<file path="config.mk">
export PLATFORM = sky130hd
export DESIGN_NAME = stopwatch_ctrl
export DESIGN_NICKNAME = d
export VERILOG_FILES = /design/src/rtl/stopwatch_pkg.sv /design/src/rtl/stopwatch_ctrl_bcd_digit_cnt.sv /design/src/rtl/stopwatch_ctrl.sv
export SDC_FILE = /design/constraint.sdc
export NUM_CORES = 1
export LEC_CHECK = 0
export BUFFER_PORTS_ARGS = -buffer_cell sky130_fd_sc_hd__buf_2
export CAP_MARGIN = 20
export CORE_AREA = 3 3 79 81
export DETAILED_ROUTE_END_ITERATION = 8
export DIE_AREA = 0 0 82 84
export GPL_ROUTABILITY_DRIVEN = 1
export PLACE_DENSITY_LB_ADDON = 0.05
export REMOVE_ABC_BUFFERS = 1
export SETUP_SLACK_MARGIN = 0.4
export SLEW_MARGIN = 10
export SYNTH_ARGS = -nofsm -noshare
export SYNTH_HDL_FRONTEND = slang
export SYNTH_SLANG_ARGS = --single-unit
</file>
<file path="constraint.sdc">
create_clock -name clk -period 2.84 [get_ports clk]
set_clock_uncertainty 0.15 [all_clocks]
set_input_delay 0.284 -clock clk [delete_from_list [all_inputs] [get_ports clk]]
set_output_delay 0.284 -clock clk [all_outputs]
set_load 0.005 [all_outputs]
</file>
<file path="src/rtl/stopwatch_pkg.sv">
// Shared types and digit limits for the stopwatch controller.
package stopwatch_pkg;

   typedef enum logic [1:0] {
      ST_RESET = 2'd0,
      ST_COUNT = 2'd1,
      ST_PAUSE = 2'd2
   } sw_state_e;

   localparam int unsigned SEC0_MAX = 9;
   localparam int unsigned SEC1_MAX = 5;
   localparam int unsigned MIN0_MAX = 9;
   localparam int unsigned MIN1_MAX = 5;

endpackage

</file>
<file path="src/rtl/stopwatch_ctrl_bcd_digit_cnt.sv">
// One BCD digit of the time chain: counts 0..MAX, wraps to 0 and raises
// carry in the same cycle so the next digit advances on the same edge.
module bcd_digit_cnt #(
   parameter int unsigned MAX = 9
) (
   input  logic       clk,
   input  logic       rst_n,
   input  logic       inc,
   input  logic       clr,
   output logic [3:0] value,
   output logic       carry
);

   localparam logic [3:0] MAX_V = 4'(MAX);

   logic [3:0] value_q;

   // Digit register: clear wins over increment, increment wraps at MAX.
   // NOTE: sequential state uses non-blocking assignments with the async
   // reset in the sensitivity list so every register clears without a clock.
   always_ff @(posedge clk or negedge rst_n) begin
      if (!rst_n) begin
         value_q <= '0;
      end else if (clr) begin
         value_q <= '0;
      end else if (inc) begin
         value_q <= (value_q == MAX_V) ? 4'd0 : value_q + 4'd1;
      end
   end

   assign value = value_q;
   assign carry = inc && (value_q == MAX_V);

endmodule

</file>
<file path="src/rtl/stopwatch_ctrl.sv">
// Stopwatch controller: button edge detection, RESET/COUNT/PAUSE FSM,
// one-second prescaler and an MM:SS BCD digit chain.
// Optional build macro STOPWATCH_SAT_EN: saturate at 59:59 and pause
// instead of wrapping to 00:00.
module stopwatch_ctrl
   import stopwatch_pkg::*;
#(
   parameter int unsigned TICK_DIV = 100_000_000
) (
   input  logic       clk,
   input  logic       rst_n,
   input  logic       pb_start,
   input  logic       pb_lap,
   output logic [3:0] sec0,
   output logic [3:0] sec1,
   output logic [3:0] min0,
   output logic [3:0] min1,
   output logic       rst_state,
   output logic       lap
);

   localparam int unsigned PRE_W = (TICK_DIV > 2) ? $clog2(TICK_DIV) : 1;
   localparam logic [PRE_W-1:0] PRE_LAST = PRE_W'(TICK_DIV - 1);

   sw_state_e        state_q;
   logic             rst_state_q;
   logic             lap_q;
   logic [PRE_W-1:0] pre_q;
   logic [PRE_W-1:0] pre_d;

   logic pb_start_q, pb_start_prev_q;
   logic pb_lap_q, pb_lap_prev_q;
   logic start_pulse, lap_pulse;

   logic tick, sat_hit, inc_sec, clr_digits;
   logic carry_sec0, carry_sec1, carry_min0, carry_min1_unused;

   // Button history: current sample and previous sample of each level.
   always_ff @(posedge clk or negedge rst_n) begin
      if (!rst_n) begin
         pb_start_q      <= 1'b0;
         pb_start_prev_q <= 1'b0;
         pb_lap_q        <= 1'b0;
         pb_lap_prev_q   <= 1'b0;
      end else begin
         pb_start_q      <= pb_start;
         pb_start_prev_q <= pb_start_q;
         pb_lap_q        <= pb_lap;
         pb_lap_prev_q   <= pb_lap_q;
      end
   end

   assign start_pulse = pb_start_q && !pb_start_prev_q;
   assign lap_pulse   = pb_lap_q && !pb_lap_prev_q;

   assign tick  = (state_q == ST_COUNT) && (pre_q == PRE_LAST);
   assign pre_d = tick ? '0 : pre_q + PRE_W'(1);

`ifdef STOPWATCH_SAT_EN
   assign sat_hit = tick
                    && (sec0 == 4'(SEC0_MAX)) && (sec1 == 4'(SEC1_MAX))
                    && (min0 == 4'(MIN0_MAX)) && (min1 == 4'(MIN1_MAX));
`else
   assign sat_hit = 1'b0;
`endif

   // A start pulse coinciding with a tick still advances time.
   assign inc_sec    = tick && !sat_hit;
   assign clr_digits = (state_q == ST_RESET)
                       || ((state_q == ST_PAUSE) && lap_pulse && !start_pulse);

   // Control FSM with registered rst_state, lap flag and prescaler.
   always_ff @(posedge clk or negedge rst_n) begin
      if (!rst_n) begin
         state_q     <= ST_RESET;
         rst_state_q <= 1'b1;
         lap_q       <= 1'b0;
         pre_q       <= '0;
      end else begin
         case (state_q)
            ST_RESET: begin
               pre_q <= '0;
               lap_q <= 1'b0;
               if (start_pulse) begin
                  state_q     <= ST_COUNT;
                  rst_state_q <= 1'b0;
               end
            end
            ST_COUNT: begin
               pre_q <= pre_d;
               if (start_pulse || sat_hit) begin
                  state_q <= ST_PAUSE;
               end else if (lap_pulse) begin
                  lap_q <= !lap_q;
               end
            end
            ST_PAUSE: begin
               if (start_pulse) begin
                  state_q <= ST_COUNT;
               end else if (lap_pulse) begin
                  state_q     <= ST_RESET;
                  rst_state_q <= 1'b1;
                  lap_q       <= 1'b0;
                  pre_q       <= '0;
               end
            end
            default: begin
               state_q     <= ST_RESET;
               rst_state_q <= 1'b1;
               lap_q       <= 1'b0;
               pre_q       <= '0;
            end
         endcase
      end
   end

   bcd_digit_cnt #(.MAX(SEC0_MAX)) u_sec0 (
      .clk(clk), .rst_n(rst_n), .inc(inc_sec), .clr(clr_digits),
      .value(sec0), .carry(carry_sec0)
   );
   bcd_digit_cnt #(.MAX(SEC1_MAX)) u_sec1 (
      .clk(clk), .rst_n(rst_n), .inc(carry_sec0), .clr(clr_digits),
      .value(sec1), .carry(carry_sec1)
   );
   bcd_digit_cnt #(.MAX(MIN0_MAX)) u_min0 (
      .clk(clk), .rst_n(rst_n), .inc(carry_sec1), .clr(clr_digits),
      .value(min0), .carry(carry_min0)
   );
   bcd_digit_cnt #(.MAX(MIN1_MAX)) u_min1 (
      .clk(clk), .rst_n(rst_n), .inc(carry_min0), .clr(clr_digits),
      .value(min1), .carry(carry_min1_unused)
   );

   assign rst_state = rst_state_q;
   assign lap       = lap_q;

endmodule

</file>
==> flow_metrics.tcl <==
set metrics [dict create \
    startpoint_type "flip-flop" \
    coreArea_sq_um 5540 \
    post-route-min-period_ps 2240 \
    fin_util 0.574 \
    grt_max_degree 29 \
    synthTopCellsByArea "dfrtp_1 45%, xnor2_1 4.7%, nor2_1 4.3%, ha_1 4.0%, a21oi_1 3.8%" \
    reg2regPathDepth 6 \
    synth_async_sr_flop_share 1.00 \
    synth_area_sq_um 2780 \
    cts_made_buffers 5 \
    grt_usage 0.187 \
    peakVddDrop_v 0.000285 \
    synthFlopType "dfrtp_1" \
    grt_pass1_wl_mm 10.2 \
    yosysUniqueCellTypes 52 \
    drv_slew 0 \
    synth_edf_count 0 \
    grt_pass1_vias 2148 \
    outcome "complete, no violations" \
    die_y_um 84 \
    tritoncts "done" \
    setup_viol 0 \
    seq_area_frac_synth 0.459 \
    htree_levels 2 \
    io_buffers 21 \
    cap_violations 0 \
    diodes 0 \
    crit_fanout 19 \
    row_count 27 \
    yosysTopAreaCell "dfrtp_1" \
    grt_remaining_overflow 0 \
    ys_ff_latch 51 \
    rr_endpoint "u_min0.value[1]" \
    worstMarginPinSlew_ps 552 \
    crit_end "u_min0.value[1]" \
    slew_headroom 0.629 \
    syn-instance-count 295 \
    vias 2251 \
    finalHoldViolations 0 \
    endpoint_kind "flip-flop" \
    fp.dieW_um 82 \
    ff2ff_setup_slack_ps 600 \
    clock_sinks 51 \
    place_hpwl_mm 4.18 \
    clockBufferDepth 2 \
    finalCritPeriodShare 0.790 \
    fmax_mhz 446 \
    leakage_nw 1.33 \
    die-area_sq_um 6890 \
    critPathArrivalTime_ps 2330 \
    critPathRequiredTime_ps 2920 \
    dr.pass1.iters 5 \
    criticalPathCategory "flip-flop to flip-flop" \
    num-nets-final 342 \
    initial_core_util 0.502 \
    insertion_delay_ps 300 \
    worstSetupStartpoint "pre_q[13]" \
    hp-class "flip-flop to flip-flop" \
    drt-initial-drc-count 80 \
    antenna_found_initial 0 \
    timing.rr.start "pre_q[13]" \
    post_route_cells_drive_above_1_share 0.155 \
    wirelength_mm 5.85 \
    syn_to_final_growth_pct 14.4 \
    power_density_nw_per_um2 485 \
    drcViolationCount 0 \
    gp_congestion 0.856 \
    ys_warn_count 0 \
    nFillCells 500 \
    boundaryPins 22 \
    rsz0062_at_grt "false" \
    clk_pin_slew_ps 90 \
    ant_nets 0 \
    post_drt_wl_per_cell_um 14.5 \
    setup_tns_ps 0 \
    syn_avg_cell_area_sq_um 9.43 \
    yosys.area.top_type_share 0.450 \
    cts-root-buf "clkbuf_8" \
    via_per_inst 5.60 \
]
critical path, cell delays in order, from the launching register on:
cell and delay [ps]:
dfrtp_1 460, nand4_2 200, nor4_4 300, buf_4 190, nand3_4 170, or4_1 540, a21oi_1 150
how the worst min path moves through the flow:
stage                     startpoint         endpoint  cells after the start
after floorplan                rst_n              lap                      0
after global placement         rst_n  u_sec1.value[2]                      2
after detailed placement       rst_n  u_sec1.value[2]                      2
after CTS                   pb_lap_q    pb_lap_prev_q                      0
after global routing        pb_lap_q    pb_lap_prev_q                      0
final                       pb_lap_q    pb_lap_prev_q                      0
layer usage:
layer	up-vias	share of wire	GRT usage
met5	-	0	0
li1	1153	-	-
met1	1052	0.49	0.263
met4	0	0.012	0.0498
met2	41	0.46	0.294
met3	5	0.038	0.0356
final cells by class:
class	instances	area (sq um)	share of cell area
clock buffer	7	76.3	0.0240
timing repair buffer	36	238	0.0747
inverter	7	26.3	0.00826
sequential	51	1280	0.401
tap	72	90.1	0.0283
clock inverter	1	30.0	0.00944
multi-input combinational	228	1440	0.454
Yosys cell counts (5+ instances only):
cell,n
nand4_1,9
nor2_1,32
inv_1,7
xnor2_1,15
dfrtp_1,50
a21oi_1,21
ha_1,9
nor3_1,7
nand2_1,25
nand3_1,13
o21ai_0,16
a31oi_1,6
nor4_1,11
or4_1,11
and3_1,5
flip-flops by register name (all words and copies together), names as in the netlist:
register         flops
pre_q               27
u_min0.value         4
u_min1.value         4
u_sec0.value         4
u_sec1.value         4
state_q              2
lap                  1
pb_lap_prev_q        1
pb_lap_q             1
pb_start_prev_q      1
pb_start_q           1
rst_state            1
placed cells by master, fill, tap and decap left out, types with 5 or more instances in the layout:
master     n
nand2_1   25
ha_1       9
nand4_1    9
buf_2     21
clkbuf_8   5
a31oi_1    6
a21oi_1   21
nand3_1   13
nor2_1    32
or4_1     11
nor4_1    10
and3_1     5
buf_4     11
nor3_1     7
xnor2_1   15
inv_1      7
dfrtp_1   50
o21ai_0   16
stage by stage:
stage / hold slack (ps) / std cells / power (mW) / setup slack, ps / area [sq um]
after floorplan: -162 / 286 / 0.927 / 633 / 2730
after global placement: 147 / 390 / 1.05 / 576 / 3020
after detailed placement: 154 / 390 / 1.05 / 487 / 3020
after CTS: 242 / 401 / 1.56 / 464 / 3160
after global routing: 267 / 402 / 1.63 / 452 / 3180
final: 235 / 402 / 1.54 / 595 / 3180
logic make-up (layout without fill, tap and decap cells):
logic type / after synthesis / count (layout) / synth area share
AO/OA/AOI/OAI: 59 / 59 / 0.125
AND/OR/NAND/NOR: 141 / 141 / 0.287
multiplexers: 1 / 1 / 0.00405
buffers and inverters: 16 / 51 / 0.0274
adder cells (fa/ha/maj): 9 / 9 / 0.0405
flip-flops: 51 / 51 / 0.459
XOR/XNOR: 18 / 18 / 0.0567
report_power, final:
part / leakage (nW) / internal [mW] / switching [mW]
clock network: 0.0524 / 0.264 / 0.238
logic: 0.583 / 0.0976 / 0.157
registers: 0.696 / 0.756 / 0.0298
total: 1.33 / 1.12 / 0.425
what timing repair did:
| item | 4_1_cts | 5_1_grt |
|---|---|---|
| buffers inserted | 0 | 1 |
| endpoints found under the setup margin | 0 | 9 |
| gates resized for setup | 0 | 3 |
| endpoints found under the hold margin | 52 | 0 |
| hold buffers | 3 | 0 |
Power figures use the tool's default switching activity.
